### config.mk
export PLATFORM = sky130hd
export DESIGN_NAME = vend_controller
export DESIGN_NICKNAME = d
export VERILOG_FILES = /design/src/rtl/vend_pkg.sv /design/src/rtl/vend_coin_return.sv /design/src/rtl/vend_controller.sv
export SDC_FILE = /design/constraint.sdc
export NUM_CORES = 1
export LEC_CHECK = 0
export ABC_CLOCK_PERIOD_IN_PS = 2000
export CAP_MARGIN = 25
export CORE_MARGIN = 2
export CORE_UTILIZATION = 52
export CTS_CLUSTER_SIZE = 20
export DETAILED_ROUTE_END_ITERATION = 12
export GPL_ROUTABILITY_DRIVEN = 0
export HOLD_SLACK_MARGIN = 0.12
export PLACE_DENSITY_LB_ADDON = 0.08
export SYNTH_ARGS = -nofsm -noshare
export SYNTH_HDL_FRONTEND = slang
export SYNTH_SLANG_ARGS = --single-unit
### constraint.sdc
create_clock -name clock -period 2 [get_ports clock]
set_input_delay 0.4 -clock clock [delete_from_list [all_inputs] [get_ports clock]]
set_output_delay 0.4 -clock clock [all_outputs]
set_load 0.02 [all_outputs]
### src/rtl/vend_pkg.sv
// vend_pkg: shared definitions for the nickel/dime vending controller.
//   state_e     one-hot controller states
//   COIN_*      coin values in nickels
//   PRICE*_DEF  default item prices in nickels
//   price_of()  price lookup for a latched item id (0 for the invalid id 0)
package vend_pkg;

  typedef enum logic [4:0] {
    ST_IDLE     = 5'b00001,
    ST_COLLECT  = 5'b00010,
    ST_DISPENSE = 5'b00100,
    ST_CHANGE   = 5'b01000,
    ST_REFUND   = 5'b10000
  } state_e;

  localparam int unsigned COIN_NICKEL = 1;
  localparam int unsigned COIN_DIME   = 2;

  localparam int unsigned PRICE1_DEF = 3;
  localparam int unsigned PRICE2_DEF = 4;
  localparam int unsigned PRICE3_DEF = 5;

  function automatic int unsigned price_of(input logic [1:0] item,
                                           input int unsigned p1,
                                           input int unsigned p2,
                                           input int unsigned p3);
    case (item)
      2'd1:    return p1;
      2'd2:    return p2;
      2'd3:    return p3;
      default: return 0;
    endcase
  endfunction

endpackage

### src/rtl/vend_coin_return.sv
// vend_coin_return: nickel return down-counter shared by change and refund.
//   clock, reset_n  system clock / async active-low reset
//   load_i          load load_val_i into the counter (takes priority)
//   load_val_i      number of nickels to return
//   count_o         nickels still owed, including the one being ejected now
//   nickel_o        registered pulse, high in every cycle count_o is non-zero
//   last_o          the counter reaches zero at the coming edge (or is already zero)
module vend_coin_return #(
  parameter int unsigned CNT_W = 4
) (
  input  logic             clock,
  input  logic             reset_n,
  input  logic             load_i,
  input  logic [CNT_W-1:0] load_val_i,
  output logic [CNT_W-1:0] count_o,
  output logic             nickel_o,
  output logic             last_o
);

  logic [CNT_W-1:0] cnt_q, cnt_d;
  logic             nickel_q, nickel_d;

  always_comb begin
    cnt_d    = cnt_q;
    nickel_d = 1'b0;
    if (load_i) begin
      cnt_d    = load_val_i;
      nickel_d = (load_val_i != '0);
    end else if (cnt_q != '0) begin
      cnt_d    = cnt_q - CNT_W'(1);
      nickel_d = (cnt_q > CNT_W'(1));
    end
  end

  always_ff @(posedge clock or negedge reset_n) begin
    if (!reset_n) begin
      cnt_q    <= '0;
      nickel_q <= 1'b0;
    end else begin
      cnt_q    <= cnt_d;
      nickel_q <= nickel_d;
    end
  end

  assign count_o  = cnt_q;
  assign nickel_o = nickel_q;
  assign last_o   = (cnt_q <= CNT_W'(1));

endmodule

### src/rtl/vend_controller.sv
// vend_controller: single-channel priced vending sequencer.
//   clock, reset_n         system clock / async active-low reset
//   item_sel, select_valid item request strobe (item 0 ignored)
//   nickel_in, dime_in     coin pulses
//   cancel                 customer abort pulse
//   dispense               one-cycle release pulse
//   nickel_out             one pulse per returned nickel
//   coin_reject            one-cycle pulse per diverted coin
//   item_id, credit, busy  latched item, credit in nickels, not-idle flag
//
// state       | meaning
// ------------+-----------------------------------------------
// ST_IDLE     | waiting for a valid selection, coins rejected
// ST_COLLECT  | item locked, accepting coins, timeout running
// ST_DISPENSE | one cycle, item released, price deducted
// ST_CHANGE   | returning overpayment one nickel per cycle
// ST_REFUND   | returning all credit after cancel/timeout
module vend_controller
  import vend_pkg::*;
#(
  parameter int unsigned PRICE1   = PRICE1_DEF,
  parameter int unsigned PRICE2   = PRICE2_DEF,
  parameter int unsigned PRICE3   = PRICE3_DEF,
  parameter int unsigned CREDIT_W = 4,
  parameter int unsigned TIMEOUT  = 1000,
  parameter int unsigned TMR_W    = 10
) (
  input  logic                clock,
  input  logic                reset_n,
  input  logic [1:0]          item_sel,
  input  logic                select_valid,
  input  logic                nickel_in,
  input  logic                dime_in,
  input  logic                cancel,
  output logic                dispense,
  output logic                nickel_out,
  output logic                coin_reject,
  output logic [1:0]          item_id,
  output logic [CREDIT_W-1:0] credit,
  output logic                busy
);

  state_e              state_q, state_d;
  logic [1:0]          item_q, item_d;
  logic [CREDIT_W-1:0] credit_q, credit_d;
  logic [TMR_W-1:0]    tmr_q, tmr_d;
  logic                dispense_q, dispense_d;
  logic                reject_q, reject_d;
  logic                busy_q, busy_d;

  logic                ret_load;
  logic [CREDIT_W-1:0] ret_val;
  logic [CREDIT_W-1:0] ret_cnt;
  logic                ret_nickel;
  logic                ret_last;

  logic [CREDIT_W-1:0] price;
  logic [CREDIT_W-1:0] coin_val;
  logic [CREDIT_W-1:0] sum;
  logic                coin_any;

  vend_coin_return #(
    .CNT_W(CREDIT_W)
  ) u_coin_return (
    .clock      (clock),
    .reset_n    (reset_n),
    .load_i     (ret_load),
    .load_val_i (ret_val),
    .count_o    (ret_cnt),
    .nickel_o   (ret_nickel),
    .last_o     (ret_last)
  );

  // A simultaneous nickel and dime keeps the nickel; the dime is rejected.
  always_comb begin
    price    = CREDIT_W'(price_of(item_q, PRICE1, PRICE2, PRICE3));
    coin_any = nickel_in | dime_in;
    if (nickel_in)    coin_val = CREDIT_W'(COIN_NICKEL);
    else if (dime_in) coin_val = CREDIT_W'(COIN_DIME);
    else              coin_val = '0;
    sum = credit_q + coin_val;
  end

  // The idle timer is a down-counter reloaded with TIMEOUT on selection and
  // on every accepted coin; the TIMEOUT-th idle cycle triggers the refund.
  always_comb begin
    state_d  = state_q;
    item_d   = item_q;
    credit_d = credit_q;
    tmr_d    = tmr_q;
    reject_d = 1'b0;
    ret_load = 1'b0;
    ret_val  = credit_q;

    case (state_q)
      ST_IDLE: begin
        reject_d = coin_any;
        if (select_valid && (item_sel != 2'd0)) begin
          state_d  = ST_COLLECT;
          item_d   = item_sel;
          credit_d = '0;
          tmr_d    = TMR_W'(TIMEOUT);
        end
      end

      ST_COLLECT: begin
        if (cancel) begin
          reject_d = coin_any;
          state_d  = ST_REFUND;
          ret_load = 1'b1;
          credit_d = '0;
        end else if (coin_any) begin
          reject_d = nickel_in & dime_in;
          tmr_d    = TMR_W'(TIMEOUT);
          credit_d = sum;
          if (sum >= price) state_d = ST_DISPENSE;
        end else if (tmr_q <= TMR_W'(1)) begin
          state_d  = ST_REFUND;
          ret_load = 1'b1;
          credit_d = '0;
        end else begin
          tmr_d = tmr_q - TMR_W'(1);
        end
      end

      ST_DISPENSE: begin
        reject_d = coin_any;
        credit_d = '0;
        if (credit_q > price) begin
          state_d  = ST_CHANGE;
          ret_load = 1'b1;
          ret_val  = credit_q - price;
        end else begin
          state_d = ST_IDLE;
          item_d  = 2'd0;
        end
      end

      ST_CHANGE, ST_REFUND: begin
        reject_d = coin_any;
        if (ret_last) begin
          state_d = ST_IDLE;
          item_d  = 2'd0;
        end
      end

      default: begin
        state_d  = ST_IDLE;
        item_d   = 2'd0;
        credit_d = '0;
        tmr_d    = '0;
      end
    endcase

    dispense_d = (state_d == ST_DISPENSE);
    busy_d     = (state_d != ST_IDLE);
  end

  always_ff @(posedge clock or negedge reset_n) begin
    if (!reset_n) begin
      state_q    <= ST_IDLE;
      item_q     <= 2'd0;
      credit_q   <= '0;
      tmr_q      <= '0;
      dispense_q <= 1'b0;
      reject_q   <= 1'b0;
      busy_q     <= 1'b0;
    end else begin
      state_q    <= state_d;
      item_q     <= item_d;
      credit_q   <= credit_d;
      tmr_q      <= tmr_d;
      dispense_q <= dispense_d;
      reject_q   <= reject_d;
      busy_q     <= busy_d;
    end
  end

  // While returning coins the owed amount lives in the return counter; both
  // sources are flops, so credit still only moves on a clock edge.
  assign credit      = ((state_q == ST_CHANGE) || (state_q == ST_REFUND)) ? ret_cnt : credit_q;
  assign dispense    = dispense_q;
  assign nickel_out  = ret_nickel;
  assign coin_reject = reject_q;
  assign item_id     = item_q;
  assign busy        = busy_q;

endmodule

==> results of run 1 <==
==> power by group through the flow <==
| stage | Combinational [µW] | Sequential [µW] | Clock [µW] |
|---|---|---|---|
| global route | 2590 | 1040 | 688 |
| floorplan | 1210 | 993 | 0 |
| detailed placement | 2000 | 972 | 0 |
| CTS | 2120 | 974 | 660 |
| finish | 2370 | 1010 | 652 |
| global placement | 1970 | 965 | 0 |
==> cell type report <==
cell class	instances	area, µm²
clock inverter	2	37.5
tap	48	60.1
fill	268	708
inverter	16	62.6
multi-input combinational	175	1410
clock buffer	6	82.6
timing repair buffer	81	649
sequential	29	731
==> what timing repair did <==
action | CTS | global route
buffers inserted | 6 | 5
endpoints found under the setup margin | 15 | 23
hold buffers | 0 | 0
pin swaps | 10 | 12
resized for setup | 25 | 38
==> critical path: cells and delay by family, from the launching register on <==
kind,cells,cell delay [ns]
DFF,1,0.43
AOI/OAI and AO/OA,4,0.60
adders and majority gates,3,0.92
buffers and inverters,2,0.09
==> worst paths after layout <==
| path | end | slack (ns) |
|---|---|---|
| worst max-delay path | state_q[2]$_DFF_PN0_ | -0.13 |
| worst min-delay path | u_coin_return.count_o[2]$_DFFE_PN0P_ | 0.50 |
| worst max register to register | state_q[2]$_DFF_PN0_ | -0.13 |
| worst min register to register | tmr_q[9]$_DFFE_PN0P_ | 0.53 |
| max in group asynchronous | state_q[0]$_DFF_PN1_ | 1.17 |
| min in group clock | tmr_q[9]$_DFFE_PN0P_ | 0.53 |
==> kinds of logic (layout without fill, tap and decap cells) <==
| logic type | count (synthesis) | count (layout) | share of synthesized area, % |
|---|---|---|---|
| buf+inv | 24 | 105 | 4.82 |
| xor+xnor | 8 | 8 | 3.38 |
| simple gates | 71 | 71 | 19.1 |
| flops | 29 | 29 | 35.0 |
| fa+ha+maj | 15 | 15 | 9.77 |
| compound gates | 75 | 75 | 24.9 |
| mux | 6 | 6 | 3.01 |
==> synthesized netlist by cell type, types with 2 or more instances <==
cell type	number
a221oi_1	3
nor3_1	9
inv_1	16
a21oi_1	18
xnor2_1	4
xor2_1	4
o21ba_2	3
a41o_2	2
a211oi_1	2
nand2b_1	2
nand4_1	2
clkbuf_1	5
or3_1	3
mux2i_1	4
a2111oi_0	2
buf_2	2
and2_1	3
and3_1	3
o211ai_1	2
o31ai_1	3
a21o_1	4
nor2b_1	5
ha_1	13
dfrtp_1	28
o21ai_0	19
mux2_2	2
a22o_1	2
nor2_1	11
fa_1	2
nand2_1	16
nand3_1	5
a31o_2	3
nor3b_1	2
nand3b_1	2
nand4b_1	2
==> flip-flops by register name (all words and copies together) (netlist names) <==
| signal | count |
|---|---|
| tmr_q | 10 |
| state_q | 5 |
| credit_q | 4 |
| u_coin_return.count_o | 4 |
| item_id | 2 |
| busy | 1 |
| coin_reject | 1 |
| dispense | 1 |
| u_coin_return.nickel_o | 1 |
==> metal layers <==
metal / wire, µm / GRT usage [%] / share of wire [%] / vias to the layer above
met1: 2630 / 36.3 / 43 / 993
met3: 315 / 6.67 / 5.1 / 19
met4: 203 / 13.0 / 3.3 / 0
li1: - / - / - / 996
met2: 3010 / 50.2 / 49 / 60
met5: 0 / 0 / 0 / -
==> per-stage QoR <==
stage          utilization (%)  setup TNS, ns  hold WS [ns]  total power, µW  setup WS [ns]
6_report                  81.1         -0.598         0.499             4030         -0.131
5_1_grt                   81.1          -1.54         0.532             4320         -0.227
4_1_cts                   77.5         -0.419         0.507             3750         -0.134
3_5_place_dp              72.0          -4.84         0.513             2980         -0.691
2_1_floorplan                -        -0.0788         0.104             2210        -0.0394
3_3_place_gp              72.0          -4.08         0.517             2930         -0.611
==> run summary, run 1 <==
Initial Util -> 55.4%
R2r startpoint -> credit_q[0]$_DFFE_PN0P_
Final max-slew violation count -> 0
Crit path arrival time -> 2.32 ns
Most frequent CP cell -> a21oi_2
Vias in the first global route -> 2,092
Period utilization -> 107%
Total CTS buffers -> 5
PD cells -> 1330 nW/µm²
Die area -> 4510 µm²
Worst skew pair latency -> 0.30 ns
Final Hold Violating Endpoints -> 0
Ys Warns -> 0
Switch Pwr -> 1630 µW
Switching power share of the total -> 40.5%
Diodes inserted -> 0
Die H -> 67.2 µm
CP Launch Type -> register
CP required -> 2.19 ns
Synth Instances -> 228
Critical path class -> reg -> reg
Clk root buf -> clkbuf_8
Worst path cell trace -> ha_4 -> inv_2 -> fa_1 -> inv_1 -> ha_1 -> a21o_1 -> a21oi_2 -> a21oi_2 -> o21ba_2
Max H-tree Level -> 2
Post-synth ARST share -> 100%
Critical Path Sink Type -> register
Tmin final -> 2.13 ns
Final instance area -> 3040 µm²
Fmax -> 0.469 GHz
Largest cells by area after synthesis -> dfrtp_1, ha_1, o21ai_0
Slowest cell on crit path -> fa_1
Wire per inst -> 17.3 µm
Synth area leader -> dfrtp_1
Reg2Reg Depth -> 9
Clock power share -> 16.2%
Die X -> 67.2 µm
Syn nets -> 251
Antenna Nets Post-Route -> 0
Core area -> 3740 µm²
Crit. Startpoint -> credit_q[0]$_DFFE_PN0P_
Register share of total power -> 25.1%
CP max stage delay -> 0.49 ns
Largest net degree at the start of global routing -> 30
Final HPWL DP -> 4.25 mm
Max-cap violations -> 0
Post-synth top area share -> 33.8%
Seq/Total Area, Yosys -> 35.0%
Post-Syn Area -> 2080 µm²
RSZ-0062 raised after global routing -> yes
Crit-path max FO -> 3
Hold Path Class -> in -> async
Share of cells above drive strength 1 -> 40.8%
Combinational power share -> 58.8%
Status -> finished with violations
Syn Area/Cell -> 9.10 µm²
Initial DRC Count -> 102
Commonest cells after routing, fill and taps aside -> buf_4, dfrtp_1, o21ai_0, nand2_1, a21oi_1
Total grt overflow -> 0
Maximum clock path buffer count -> 2
Clk slew on worst S/H paths -> 0.07 ns
Num rows -> 22
Lkg Pwr -> 0.00137 µW
Via count -> 2,068
Yosys reg bits -> 29
Most common cell after layout, fill and taps aside -> buf_4
CTS tree -> done
First-pass GRT wire length -> 9.82 mm
Total track usage -> 29.7%
Clock sinks -> 29
Endpoints failing setup -> 8
Fin cells -> 357
Number of nets in the layout -> 331
Int Power -> 2400 µW
Placed insts -> 340
Initial antenna violation count -> 0
# DRC -> 0
Clock Skews -> 0.00930 ns
Synth cell types -> 55
Placed Area -> 2700 µm²
Worst vdd ir -> 0.789 mV
Top-Level Pins -> 18
PnR worst setup slack -> -0.131 ns
Drt total wl -> 6.17 mm
Rel. slew slack -> 71.1%
Top_reg_cell synth -> dfrtp_1
Post-synth EDFFs -> 0
Area grow syn2layout -> 46.2%
Worst Tran Pin Value -> 0.432 ns
Via-to-Cell Ratio -> 5.79
Failing checks -> setup timing
1st-pass router iterations -> 4
Port bufs -> 17
(Power assumes the default switching activity.)
==> run 2: changes to the inputs <==
--- a/config.mk
+++ b/config.mk
@@ -5,10 +5,11 @@
 export SDC_FILE = /design/constraint.sdc
 export NUM_CORES = 1
 export LEC_CHECK = 0
+export ABC_AREA = 0
 export ABC_CLOCK_PERIOD_IN_PS = 2000
 export CAP_MARGIN = 25
 export CORE_MARGIN = 2
-export CORE_UTILIZATION = 52
+export CORE_UTILIZATION = 30
 export CTS_CLUSTER_SIZE = 20
 export DETAILED_ROUTE_END_ITERATION = 12
 export GPL_ROUTABILITY_DRIVEN = 0
==> run 2 against run 1 <==
  * The run still ends with setup timing left
  * Highest routed layer unchanged
  * Final area rose by 1.2%
  * Critical path depth stayed put
  * Clock power shrank 13%
  * Worst hold slack improved by 0.012 ns
  * Global-route usage fell by 12 points
  * Setup slack improved by 0.024 ns
  * Final cell count is 12% higher
  * Total power decreased by 4.1%
  * Clock skew is 0.0018 ns lower
  * Non-clock buffer count rose by 11
  * Routed wire length down 1.1%
  * Sequential share of layout area decreased by 0.33 points
==> run summary, run 2 (synthesis results as in run 1) <==
Area grow syn2layout -> 48.0%
Final HPWL DP -> 4.73 mm (+11%)
Endpoints failing setup -> 3 (-5)
Antenna Nets Post-Route -> 0 (unchanged)
Post-cts hold buffer count -> 0 (unchanged)
Rel. slew slack -> 58.9% (-12 points)
R2r startpoint -> credit_q[0]$_DFFE_PN0P_
Commonest cells after routing, fill and taps aside -> buf_4, dfrtp_1, a21oi_1, nand2_1, o21ai_0
Via count -> 1,994 (-3.6%)
Final instance area -> 3070 µm² (+1.2%)
Total power -> 3870 µW (-4.1%)
Vias in the first global route -> 2,047 (-2.2%)
PnR worst setup slack -> -0.107 ns (+0.0245 ns)
Die X -> 87.2 µm (+30%)
Reg-to-Reg End -> dispense$_DFF_PN0_
Reg2Reg Depth -> 9 (unchanged)
Total track usage -> 17.7% (-12 points)
1st-pass router iterations -> 4 (unchanged)
Final Hold Violating Endpoints -> 0 (unchanged)
Clock Skews -> 0.00745 ns (-0.00185 ns)
Via-to-Cell Ratio -> 4.99 (-14%)
RSZ-0062 raised after global routing -> yes
First-pass GRT wire length -> 10.3 mm (+4.9%)
Biggest regs -> tmr_q x10, state_q x5
Hold WS -> 0.511 ns (+0.0116 ns)
Clk slew on worst S/H paths -> 0.07 ns (about the same)
Critical Path Sink Type -> register
Period utilization -> 105% (-1.2 points)
Num rows -> 30 (+36%)
Number of nets in the layout -> 342 (+3.3%)
Tmin final -> 2.11 ns (-0.0245 ns)
Lkg Pwr -> 0.00141 µW (+2.6%)
Largest net degree at the start of global routing -> 30 (unchanged)
Die H -> 87.2 µm (+30%)
Top-Level Pins -> 18 (unchanged)
Most common cell after layout, fill and taps aside -> buf_4
Wire per inst -> 15.2 µm (-12%)
Drt total wl -> 6.10 mm (-1.1%)
Initial DRC Count -> 74 (-27%)
Max FFs per register -> 10 (unchanged)
# DRC -> 0 (unchanged)
CTS tree -> done
Clk root buf -> clkbuf_8
Maximum clock path buffer count -> 2 (unchanged)
Placed Area -> 2830 µm² (+4.8%)
Worst Tran Pin Value -> 0.613 ns (+0.181 ns)
Max-cap violations -> 0 (unchanged)
Status -> finished with violations
Fmax -> 0.475 GHz (+1.2%)
Crit path arrival time -> 2.29 ns (-0.03 ns)
Total CTS buffers -> 5 (unchanged)
Worst skew pair latency -> 0.29 ns (about the same)
Diodes inserted -> 0 (unchanged)
Flop-to-flop setup slack -> -0.11 ns (+0.02 ns)
CP required -> 2.18 ns (about the same)
Share of cells above drive strength 1 -> 40.3% (-0.46 points)
Core area -> 6760 µm² (+80%)
Worst vdd ir -> 0.386 mV (-51%)
Max H-tree Level -> 2 (unchanged)
Failing checks -> setup timing
Clock sinks -> 29 (unchanged)
Initial antenna violation count -> 0 (unchanged)
Critical path class -> reg -> reg
Port bufs -> 17 (unchanged)
CP Launch Type -> register
Crit-path max FO -> 3 (unchanged)
PD cells -> 1260 nW/µm² (-5.3%)
Die area -> 7600 µm² (+68%)
Total grt overflow -> 0 (unchanged)
Initial Util -> 30.7% (-25 points)
Final max-slew violation count -> 0 (unchanged)
Hold Path Class -> in -> async
Setup Slack @ Placement -> -0.692 ns (-0.00118 ns)
Biggest register -> tmr_q
==> run 2: cell types whose count changed in the layout (fill, tap and decap cells not counted), sizes merged <==
cell and delta:
buf +14, clkbuf -2, bufinv -1, clkdlybuf4s15 +1, clkinv +1, clkinvlp -1, dlygate4sd2 -1
==> run 2: how the worst max path moves through the flow <==
stage	cells past startpoint	endpoint	slack, ns	from
finish	9	dispense$_DFF_PN0_	-0.11	credit_q[0]$_DFFE_PN0P_
global route	9	dispense$_DFF_PN0_	-0.21	credit_q[0]$_DFFE_PN0P_
CTS	9	dispense$_DFF_PN0_	-0.15	credit_q[0]$_DFFE_PN0P_
detailed placement	10	dispense$_DFF_PN0_	-0.69	nickel_in
global placement	10	state_q[2]$_DFF_PN0_	-0.64	nickel_in
floorplan	9	dispense$_DFF_PN0_	-0.04	nickel_in
==> run 2: what timing repair did <==
item / in CTS / in global routing
endpoints found under the setup margin: 13 / 29
hold endpoints to repair: 0 / 0
gates resized for setup: 34 / 21
pin swaps: 7 / 17
buffers inserted: 3 / 5
==> run 2: metrics by stage <==
step                std cells  TNS, ns  util (%)
floorplan                 228  -0.0788         -
global placement          384    -5.28      41.8
detailed placement        384    -5.56      41.8
CTS                       395   -0.478      44.2
global route              400    -1.59      45.5
finish                    400   -0.208      45.5
==> run 2: layout make-up <==
type / instances / area [µm²]
clock buffers: 7 / 96.3
clock inverters: 1 / 5.00
fillers: 669 / 3680
inverters: 16 / 65.1
multi-input cells: 175 / 1350
flip-flops and latches: 29 / 729
well taps: 80 / 100
repair buffers: 92 / 724
==> run 2: report_power, final <==
part           total [µW]  switching (µW)  internal (µW)
registers             953             165            788
clock network         567             256            311
logic                2350            1130           1220
total                3870            1550           2310
==> run 2: per-layer routing <==
metal | wire length (µm) | global-route usage [%] | vias up
li1 | - | - | 1021
met1 | 3140 | 25.7 | 940
met2 | 2740 | 27.8 | 28
met3 | 172 | 2.94 | 5
met4 | 44 | 3.92 | 0
met5 | 0 | 0 | -
==> run 2: worst max-delay path: stages (launching register included) <==
cell     delay [ns]
dfrtp_1        0.36
ha_2           0.19
inv_2          0.04
fa_1           0.53
inv_2          0.05
ha_4           0.20
a21o_1         0.18
a21oi_2        0.14
a21oi_2        0.09
o21ba_2        0.23
==> run 3: changes to the inputs <==
--- a/config.mk
+++ b/config.mk
@@ -15,6 +15,7 @@
 export GPL_ROUTABILITY_DRIVEN = 0
 export HOLD_SLACK_MARGIN = 0.12
 export PLACE_DENSITY_LB_ADDON = 0.08
+export SETUP_SLACK_MARGIN = 0.3
 export SYNTH_ARGS = -nofsm -noshare
 export SYNTH_HDL_FRONTEND = slang
 export SYNTH_SLANG_ARGS = --single-unit
==> run 3 against run 2 <==
  * The flow still finishes with violations (setup timing)
  * Die area unchanged
  * Flip-flop and latch count unchanged
  * Clock skew down 0.0014 ns
  * Largest cell class unchanged
  * Largest power group unchanged
==> run summary, run 3 (synthesis results as in run 1) <==
Slowest cell on crit path -> fa_1
M1 GR Usage -> 25.3% (-0.41 points)
Top-Level Pins -> 18 (unchanged)
Total power -> 4630 µW (+20%)
Clk slew on worst S/H paths -> 0.07 ns (about the same)
Status -> finished with violations
Worst path cell trace -> ha_2 -> inv_2 -> fa_1 -> inv_1 -> ha_1 -> a21o_1 -> a21oi_2 -> a21oi_2 -> o21ba_2
Most frequent CP cell -> a21oi_2
Initial DRC Count -> 113 (+53%)
Port bufs -> 17 (unchanged)
Max H-tree Level -> 2 (unchanged)
Clock sinks -> 29 (unchanged)
Critical Path Sink Type -> register
Die area -> 7600 µm² (unchanged)
Placed insts -> 386 (+0.52%)
Rel. slew slack -> 70.1% (+11 points)
Worst vdd ir -> 0.485 mV (+26%)
Wire per inst -> 16.1 µm (+5.4%)
Bufs and invs on worst path -> 2 (unchanged)
Commonest cells after routing, fill and taps aside -> buf_4, buf_6, dfrtp_1, a21oi_2, inv_1
Total track usage -> 18.3% (+0.55 points)
Worst Tran Pin Value -> 0.444 ns (-0.169 ns)
Biggest regs -> tmr_q x10, state_q x5
First-pass GRT wire length -> 10.8 mm (+5.1%)
Area grow syn2layout -> 74.3%
Period utilization -> 106% (+0.80 points)
Met2 usage in global routing -> 29.7% (+1.9 points)
Via-to-Cell Ratio -> 5.13 (+2.9%)
Largest net degree at the start of global routing -> 30 (unchanged)
Core area -> 6760 µm² (unchanged)
Number of nets in the layout -> 358 (+4.7%)
Drt total wl -> 6.69 mm (+9.7%)
CP max stage delay -> 0.49 ns (-0.04 ns)
Total CTS buffers -> 5 (unchanged)
Crit-path max FO -> 3 (unchanged)
1st-pass router iterations -> 4 (unchanged)
Hold Path Class -> in -> async
Critical path class -> reg -> reg
# DRC -> 0 (unchanged)
Share of cells above drive strength 1 -> 55.7% (+15 points)
Num rows -> 30 (unchanged)
Diodes inserted -> 0 (unchanged)
GR Layer Usage met3 -> 3.13% (+0.19 points)
Crit path arrival time -> 2.30 ns (about the same)
Max FFs per register -> 10 (unchanged)
Initial Util -> 30.7% (unchanged)
CP Launch Type -> register
Maximum clock path buffer count -> 2 (unchanged)
Via count -> 2,133 (+7.0%)
GR peak layer -> met2
Antenna Nets Post-Route -> 0 (unchanged)
Total grt overflow -> 0 (unchanged)
Fmax -> 0.471 GHz (-0.75%)
Failing checks -> setup timing
Final Hold Violating Endpoints -> 0 (unchanged)
Biggest register -> tmr_q
Top Family by Delay on Critical Path -> adder cells
CP required -> 2.18 ns (about the same)
Final max-slew violation count -> 0 (unchanged)
Initial antenna violation count -> 0 (unchanged)
Worst skew pair latency -> 0.29 ns (about the same)
Lkg Pwr -> 0.00163 µW (+16%)
Max-cap violations -> 0 (unchanged)
Die X -> 87.2 µm (unchanged)
Fin cells -> 416 (+4.0%)
Die H -> 87.2 µm (unchanged)
Clk root buf -> clkbuf_8
CTS tree -> done
PD cells -> 1280 nW/µm² (+1.7%)
Final HPWL DP -> 4.66 mm (-1.6%)
Endpoints failing setup -> 6 (+3)
Most common cell after layout, fill and taps aside -> buf_4
Vias in the first global route -> 2,146 (+4.8%)
PnR worst setup slack -> -0.123 ns (-0.0159 ns)
RSZ-0062 raised after global routing -> yes
Tmin final -> 2.12 ns (+0.0159 ns)
Clock Skews -> 0.00604 ns (-0.00141 ns)
==> run 3: area by class of cell <==
cell class | count | area [µm²]
Multi-Input combinational cell | 175 | 1690
Timing Repair Buffer | 108 | 942
Tap cell | 80 | 100
Sequential cell | 29 | 729
Inverter | 16 | 62.6
Clock buffer | 8 | 90.1
Fill cell | 619 | 3140
==> run 3: routing by layer <==
metal,up-vias,share of wire [%]
met2,32,47
met3,8,2.5
met4,0,1.4
met5,-,0
met1,1045,49
li1,1048,-
==> run 3: path summary, 6_finish.rpt <==
check                                   startpoint                                   end  slack [ns]  depth (start not counted)
max                        credit_q[0]$_DFFE_PN0P_                  state_q[2]$_DFF_PN0_       -0.12                          9
max reg2reg                credit_q[0]$_DFFE_PN0P_                  state_q[2]$_DFF_PN0_       -0.12                          9
min in group clock            tmr_q[9]$_DFFE_PN0P_                  tmr_q[9]$_DFFE_PN0P_        0.55                          1
max in group asynchronous                  reset_n                  state_q[0]$_DFF_PN1_        1.15                          2
min reg2reg                   tmr_q[9]$_DFFE_PN0P_                  tmr_q[9]$_DFFE_PN0P_        0.55                          1
min                                        reset_n  u_coin_return.count_o[0]$_DFFE_PN0P_        0.51                          2
==> run 3: worst reg2reg max path, delay by kind of cell (launching register included) <==
family                     cells  cell delay, ns
AOI/OAI and AO/OA              4            0.59
adders and majority gates      3            0.95
buffers and inverters          2            0.09
DFF                            1            0.39
==> run 3: what timing repair did <==
action                     in CTS  in global routing
pin swaps                      26                 18
hold buffers                    0                  0
gates cloned                    0                  1
setup endpoints to repair      33                 33
setup buffers                  12                  9
resized for setup             101                 39
==> run 3: stage by stage <==
step	area [µm²]	hold WS (ns)	util [%]	setup TNS (ns)	setup WS, ns
global placement	2890	0.530	42.8	-4.34	-0.635
global route	3620	0.572	53.5	-1.13	-0.203
floorplan	2150	0.104	-	-0.0779	-0.0390
finish	3620	0.515	53.5	-0.343	-0.123
CTS	3340	0.537	49.5	-0.331	-0.127
detailed placement	2890	0.529	42.8	-4.75	-0.728
==> run 3: where the power goes <==
group	total [µW]	switching [µW]	internal (µW)	leakage, µW
clock network	525	245	281	0.0000455
registers	983	195	787	0.000366
logic	3120	1480	1640	0.00122
